### src/rtl/led_ctrl_pkg.sv
// Shared encodings and default geometry for the LED cursor controller.
// Optional feature macro used by the top level: LED_WRAP_EN.
package led_ctrl_pkg;

  // Round-robin pointer encoding: which direction wins the next tie.
  localparam logic DIR_L = 1'b0;
  localparam logic DIR_R = 1'b1;

  localparam int LED_W = 16;
  localparam int POS_W = $clog2(LED_W);

endpackage

### src/rtl/btn_debounce.sv
// Raw button conditioning: 2-flop synchronizer, mismatch counter that only
// lets a level through after it has held for DEBOUNCE_CYCLES consecutive
// cycles, and a single-cycle pulse on each accepted rising level.
module btn_debounce
  import led_ctrl_pkg::*;
#(
  parameter int DEBOUNCE_CYCLES = 1_000_000
) (
  input  logic clk,
  input  logic rst_n,
  input  logic i_btn,
  output logic o_press
);

  localparam int CW = $clog2(DEBOUNCE_CYCLES + 1);
  localparam logic [CW-1:0] CNT_LAST = CW'(DEBOUNCE_CYCLES - 1);

  logic          r_sync1;
  logic          r_sync2;
  logic          r_level;
  logic          r_press;
  logic [CW-1:0] r_cnt;
  logic          w_mismatch;
  logic          w_accept;

  assign w_mismatch = (r_sync2 != r_level);
  assign w_accept   = w_mismatch && (r_cnt == CNT_LAST);

  // Bring the asynchronous button into the clk domain.
  always_ff @(posedge clk or negedge rst_n) begin
    if (!rst_n) begin
      r_sync1 <= 1'b0;
      r_sync2 <= 1'b0;
    end else begin
      r_sync1 <= i_btn;
      r_sync2 <= r_sync1;
    end
  end

  // Count consecutive mismatch cycles; any agreement restarts the count.
  always_ff @(posedge clk or negedge rst_n) begin
    if (!rst_n) begin
      r_cnt <= '0;
    end else if (!w_mismatch || w_accept) begin
      r_cnt <= '0;
    end else begin
      r_cnt <= r_cnt + CW'(1);
    end
  end

  // Accept the new level and flag a press only on the rising transition.
  always_ff @(posedge clk or negedge rst_n) begin
    if (!rst_n) begin
      r_level <= 1'b0;
      r_press <= 1'b0;
    end else begin
      r_press <= w_accept && r_sync2;
      if (w_accept) begin
        r_level <= r_sync2;
      end
    end
  end

  assign o_press = r_press;

endmodule

### src/rtl/led_move_arbiter.sv
// Single-lit LED cursor controller: two debounced buttons feed a round-robin
// arbiter that issues at most one move per cycle; the position register is
// updated on the following edge and the one-hot bus is decoded from it.
// Optional feature macro: LED_WRAP_EN (boundary moves wrap around instead of
// being refused; move_blocked is then constant 0).
module led_move_arbiter
  import led_ctrl_pkg::*;
#(
  parameter int N_LEDS          = LED_W,
  parameter int DEBOUNCE_CYCLES = 1_000_000,
  parameter int START_POS       = 15
) (
  input  logic                      clk,
  input  logic                      rst_n,
  input  logic                      btnL,
  input  logic                      btnR,
  output logic [N_LEDS-1:0]         led,
  output logic [$clog2(N_LEDS)-1:0] pos,
  output logic                      move_done,
  output logic                      move_blocked
);

  localparam int PW = $clog2(N_LEDS);
  localparam logic [PW-1:0] POS_MAX = PW'(N_LEDS - 1);
  localparam logic [PW-1:0] POS_RST = PW'(START_POS);
  localparam logic [N_LEDS-1:0] LED_ONE = {{(N_LEDS-1){1'b0}}, 1'b1};

  logic          w_press_l;
  logic          w_press_r;
  logic          w_req_l;
  logic          w_req_r;
  logic          w_both;
  logic          w_grant_l;
  logic          w_grant_r;
  logic          w_done;
  logic [PW-1:0] w_next_pos;

  logic          r_pend_l;
  logic          r_pend_r;
  logic          r_rr_ptr;
  logic [PW-1:0] r_pos;
  logic          r_done;

  btn_debounce #(.DEBOUNCE_CYCLES(DEBOUNCE_CYCLES)) u_deb_l (
    .clk     (clk),
    .rst_n   (rst_n),
    .i_btn   (btnL),
    .o_press (w_press_l)
  );

  btn_debounce #(.DEBOUNCE_CYCLES(DEBOUNCE_CYCLES)) u_deb_r (
    .clk     (clk),
    .rst_n   (rst_n),
    .i_btn   (btnR),
    .o_press (w_press_r)
  );

  // A fresh press on an already-pending direction simply merges into it.
  assign w_req_l   = w_press_l | r_pend_l;
  assign w_req_r   = w_press_r | r_pend_r;
  assign w_both    = w_req_l & w_req_r;
  assign w_grant_l = w_req_l & (!w_req_r || (r_rr_ptr == DIR_L));
  assign w_grant_r = w_req_r & (!w_req_l || (r_rr_ptr == DIR_R));

  // Hold the losing request and hand the next tie to it.
  always_ff @(posedge clk or negedge rst_n) begin
    if (!rst_n) begin
      r_pend_l <= 1'b0;
      r_pend_r <= 1'b0;
      r_rr_ptr <= DIR_L;
    end else begin
      r_pend_l <= w_req_l & ~w_grant_l;
      r_pend_r <= w_req_r & ~w_grant_r;
      if (w_both) begin
        r_rr_ptr <= w_grant_l ? DIR_R : DIR_L;
      end
    end
  end

`ifdef LED_WRAP_EN

  // Resolve the granted move; boundaries wrap to the opposite end.
  always_comb begin
    w_next_pos = r_pos;
    w_done     = 1'b0;
    if (w_grant_l) begin
      w_done     = 1'b1;
      w_next_pos = (r_pos == POS_MAX) ? '0 : r_pos + PW'(1);
    end else if (w_grant_r) begin
      w_done     = 1'b1;
      w_next_pos = (r_pos == '0) ? POS_MAX : r_pos - PW'(1);
    end
  end

  assign move_blocked = 1'b0;

`else

  logic w_blocked;
  logic r_blocked;

  // Resolve the granted move; a boundary move is consumed but refused.
  always_comb begin
    w_next_pos = r_pos;
    w_done     = 1'b0;
    w_blocked  = 1'b0;
    if (w_grant_l) begin
      if (r_pos == POS_MAX) begin
        w_blocked = 1'b1;
      end else begin
        w_done     = 1'b1;
        w_next_pos = r_pos + PW'(1);
      end
    end else if (w_grant_r) begin
      if (r_pos == '0) begin
        w_blocked = 1'b1;
      end else begin
        w_done     = 1'b1;
        w_next_pos = r_pos - PW'(1);
      end
    end
  end

  // Refused-move pulse, aligned with the edge the move would have landed on.
  always_ff @(posedge clk or negedge rst_n) begin
    if (!rst_n) begin
      r_blocked <= 1'b0;
    end else begin
      r_blocked <= w_blocked;
    end
  end

  assign move_blocked = r_blocked;

`endif

  // Apply the granted move one edge after the grant.
  always_ff @(posedge clk or negedge rst_n) begin
    if (!rst_n) begin
      r_pos  <= POS_RST;
      r_done <= 1'b0;
    end else begin
      r_pos  <= w_next_pos;
      r_done <= w_done;
    end
  end

  // Decoding from the position register keeps led exactly one-hot every cycle.
  always_comb begin
    led = LED_ONE << r_pos;
  end

  assign pos       = r_pos;
  assign move_done = r_done;

endmodule

### config.mk
export PLATFORM = sky130hd
export DESIGN_NAME = led_move_arbiter
export DESIGN_NICKNAME = d
export VERILOG_FILES = /design/src/rtl/led_ctrl_pkg.sv /design/src/rtl/btn_debounce.sv /design/src/rtl/led_move_arbiter.sv
export SDC_FILE = /design/constraint.sdc
export NUM_CORES = 1
export LEC_CHECK = 0
export CAP_MARGIN = 20
export CORE_MARGIN = 4
export CORE_UTILIZATION = 60
export DETAILED_ROUTE_END_ITERATION = 12
export DONT_BUFFER_PORTS = 1
export GPL_ROUTABILITY_DRIVEN = 1
export GPL_TIMING_DRIVEN = 0
export PLACE_DENSITY = 0.8
export SYNTH_ARGS = -nofsm -noshare
export SYNTH_HDL_FRONTEND = slang
export SYNTH_HIERARCHICAL = 1
export SYNTH_SLANG_ARGS = --single-unit
### constraint.sdc
create_clock -name clk -period 2.38 [get_ports clk]
set_input_delay 0.238 -clock clk [delete_from_list [all_inputs] [get_ports clk]]
set_output_delay 0.238 -clock clk [all_outputs]
set_load 0.05 [all_outputs]
==> Implementation_results.wiki, run 1 <==
{| class="wikitable"
! Metric !! Value
|-
| Via count normalized by instance count || roughly 5.9
|-
| Avg WL per Cell || around 15 um
|-
| CTS tree || built
|-
| Period minus WS final || 2466 ps
|-
| Number of iterations in the first detailed-routing pass || 4
|-
| Pin slew with the least headroom to its limit || 838.3 ps
|-
| Number of antenna-violating nets in the routed design || 0
|-
| Starting density of the core || between 60 and 70%
|-
| Net Count, Synth || around 290
|-
| Largest net degree at the start of global routing || a little under 60
|-
| Die X || just under 80 um
|-
| Crit. End Element || primary output
|-
| Placed cell count || roughly 340
|-
| Reg2reg setup slack || between 150 and 200 ps
|-
| Largest buffer count on any clock path || 2
|-
| Initial antenna violation count || 0
|-
| First-iteration detailed-routing DRC count || 113
|-
| Total wire length || around 5300 um
|-
| Number of top-level pins || 26
|-
| Post-synthesis to final-layout area growth || 14.90%
|-
| Run status || complete, but fails checks
|-
| Power per standard cell area || roughly 620 mW/mm2
|-
| Ratio of cells with drive above 1 in the final layout || 18.81%
|-
| First-pass GRT wire length || slightly above 9000 um
|-
| Average cell area after synthesis || slightly above 10 um2
|-
| CORE AREA || ~0.0045 mm2
|-
| Max-slew violation total from the final report || 0
|-
| Final Hold Viols || 0
|-
| Number of violations of the max-capacitance limit || 0
|-
| Vias in the first global route || ~2,000
|-
| Most instantiated flip-flop cell in the synthesis netlist || dfrtp_1
|-
| Unique cell type count in the Yosys netlist || 38
|-
| Required time at the endpoint of the critical path || about 2100 ps
|-
| Final critical-path setup slack || -85.95 ps
|-
| PortBufs || 0
|-
| DP HPWL || around 3300 um
|-
| Critical path launch point type || register
|-
| Sequential cell area fraction in the yosys report || roughly 50%
|-
| Clock latency on the worst-skew pair || about 330 ps
|-
| Type of the most critical hold path || register to register
|-
| Critical path arrival || ~2200 ps
|-
| Capture endpoint of the worst hold path || u_deb_r/r_sync2$_DFF_PN0_
|-
| Flip-flop and latch count after synthesis || between 50 and 60
|-
| Violated checks || negative setup slack
|-
| Total gr overflow || 0
|-
| Synth async-reset ratio || 100.0%
|-
| Endpoints failing setup || 1
|-
| Post-CTS setup buffer count || 0
|-
| Startpoint of the most critical hold path || u_deb_r/r_sync1$_DFF_PN0_
|-
| Number of enable flip-flop cells after synthesis || 0
|-
| Die Outline Area || approximately 0.0059 mm2
|-
| Net count reported at finish || around 300
|-
| Hold path depth || 0
|-
| Leakage || about 1.3 nW
|-
| Clk slew on worst S/H paths || roughly 60 ps
|-
| Classification of the worst setup path || register to primary output
|-
| H-tree Lvls || 3
|-
| Final weighted congestion in routability-driven placement || approximately 0.77
|-
| Unrepaired setup endpoints after global routing || true
|-
| Floorplan die height || between 70 and 80 um
|-
| Register-to-Register Path Depth || 5
|-
| Antenna diode instance count || 0
|-
| Maximum clock rate || between 400 and 500 MHz
|-
| Ys Warns || 6
|-
| Row Count || 24
|-
| Slew HR || a little over two fifths
|-
| Fin cells || ~360
|-
| Worst flop-to-flop path startpoint || u_deb_l/r_cnt[0]$_DFF_PN0_
|-
| Hold slack final || between 300 and 400 ps
|-
| Largest driver fanout on the critical path || 9
|-
| Number of buffers added by the clock tree synthesis step || 9
|-
| Post-layout power || 2.029 mW
|-
| Clk sinks || 57
|-
| Peak supply drop || a little over 400 uV
|-
| Mapped Cells || about 280
|-
| Vias || between 2,000 and 2,500
|-
| Worst r2r dst || u_deb_l/r_level$_DFFE_PN0P_
|-
| Root buffer selected by CTS || clkbuf_8
|-
| Overall track demand over capacity in global routing || slightly below 20%
|-
| Setup clock skew after layout || approximately 9.0 ps
|-
| Post-synthesis instance area || about 0.0029 mm2
|-
| Period utilization || 103.6%
|-
| DRC violations left || 0
|}
cell type report:
cell class | count | area [um2]
sequential | 57 | 1431
buffer | 6 | 55.05
multi-input combinational | 203 | 1376
fill | 320 | 1184
clock buffer | 15 | 196.4
inverter | 13 | 48.80
tap | 52 | 65.06
clock inverter | 1 | 30.03
timing repair buffer | 8 | 87.58
state kept, by name, summed over array words and instances (netlist names):
register	count
u_deb_l/r_sync2	1
r_rr_ptr	1
pos	4
u_deb_r/r_sync2	1
u_deb_r/r_cnt	20
u_deb_l/r_level	1
u_deb_l/r_cnt	20
move_done	1
move_blocked	1
u_deb_r/o_press	1
r_pend_r	1
u_deb_r/r_level	1
u_deb_l/r_sync1	1
u_deb_r/r_sync1	1
u_deb_l/o_press	1
r_pend_l	1
routing by layer:
layer	global-route usage, %	vias to the layer above	part of all wire, %
met1	23.69	1025	45
met2	32.40	48	49
li1	-	1004	-
met3	5.738	7	4.2
met5	0	-	0
met4	9.609	0	1.5
synth_stat cells (2+ instances only):
cell	instances	share of area (%)
o21ai_0	5	0.87
a21oi_1	3	0.52
o22ai_1	3	0.66
or4_1	2	0.52
or4b_1	2	0.70
and3_1	2	0.44
buf_6	4	1.6
nor4_1	10	2.2
nor2_1	53	6.9
nand3_1	10	1.7
dfrtp_1	53	46
nor2_2	2	0.44
mux2i_1	5	1.7
o21ai_4	2	1.1
mux2_4	2	1.0
dfstp_2	4	3.7
nand2b_1	3	0.66
nand4b_1	2	0.61
nand2_1	12	1.6
or4_4	3	1.2
nor3_1	18	3.1
mux2_2	2	0.79
xor2_1	7	2.1
ha_1	4	1.7
and3b_1	2	0.61
a31o_2	2	0.61
nand4_1	11	2.4
inv_1	13	1.7
xnor2_1	29	8.9
cell usage in the layout, fill, tap and decap left out, types with 2 or more instances in the layout:
master / instances
buf_6: 4
nor3_1: 16
nand3_1: 9
o22ai_1: 3
nor2_2: 9
and3_1: 2
o21ai_4: 2
nand2_1: 12
nor4_1: 10
nor2_1: 45
ha_1: 4
mux2_4: 2
o21ai_0: 5
mux2_2: 2
nand4b_1: 2
mux2i_1: 5
a31o_2: 2
or4_1: 2
and3b_1: 2
or4_4: 3
buf_4: 4
xnor2_1: 29
clkbuf_8: 14
xor2_1: 7
dlygate4sd3_1: 3
inv_1: 13
nand4_1: 11
dfrtp_1: 53
nand2b_1: 3
dfstp_2: 4
a21oi_1: 3
or4b_1: 2
cells by family (layout without fill, tap and decap cells):
kind of cell | Yosys count | in the layout | share of synthesized area [%]
AOI/OAI and AO/OA | 19 | 19 | 5.592
and+or+nand+nor | 134 | 134 | 23.81
adders and majority gates | 5 | 5 | 2.447
DFF | 57 | 57 | 49.98
buffers and inverters | 19 | 43 | 3.582
xor gates and xnor gates | 36 | 36 | 11.01
muxes | 9 | 9 | 3.582
worst max-delay path, cell delays in order, from the launching register on:
cell	delay (ps)
dfstp_2	730
buf_6	190
or2b_1	310
nor3_2	660
timing repair:
action / 4_1_cts / 5_1_grt
hold buffers: 4 / 0
endpoints found under the hold margin: 59 / 0
gates resized for setup: 5 / 8
endpoints found under the setup margin: 9 / 14
per-stage QoR:
step | utilization, % | worst slack (ps) | area, um2 | TNS (ps)
4_1_cts | 72.99 | -137.1 | 3266 | -592.4
2_1_floorplan | - | -13.82 | 2874 | -13.82
6_report | 73.55 | -85.95 | 3291 | -85.95
3_5_place_dp | 66.36 | 148.9 | 2969 | 0
3_3_place_gp | 65.69 | -116.9 | 2939 | -132.1
5_1_grt | 73.55 | -149.7 | 3291 | -149.7
report_power, final:
group | leakage [nW] | switching (mW) | total (mW) | internal (mW)
logic | 0.448 | 0.0380 | 0.0593 | 0.0213
clock network | 0.116 | 0.351 | 0.978 | 0.627
registers | 0.768 | 0.0101 | 0.992 | 0.981
worst max-delay path by stage:
stage                               startpoint                           to  slack (ps)
floorplan                   pos[2]$_DFFE_PN1P_                      led[12]         -10
global placement            pos[2]$_DFFE_PN1P_                      led[12]        -120
detailed placement  u_deb_l/r_cnt[0]$_DFF_PN0_  u_deb_l/r_level$_DFFE_PN0P_         150
CTS                         pos[2]$_DFFE_PN1P_                       led[5]        -140
global route                pos[1]$_DFFE_PN1P_                       led[2]        -150
finish                      pos[1]$_DFFE_PN1P_                       led[2]         -90
(Power assumes the default switching activity.)
==> inputs of run 2 (changes only) <==
--- a/config.mk
+++ b/config.mk
@@ -12,6 +12,7 @@
 export DONT_BUFFER_PORTS = 1
 export GPL_ROUTABILITY_DRIVEN = 1
 export GPL_TIMING_DRIVEN = 0
+export HOLD_SLACK_MARGIN = 0.06
 export PLACE_DENSITY = 0.8
 export SYNTH_ARGS = -nofsm -noshare
 export SYNTH_HDL_FRONTEND = slang
==> results of run 2 <==
Same layout as run 1: the final DEF is identical, and so are final timing and power.
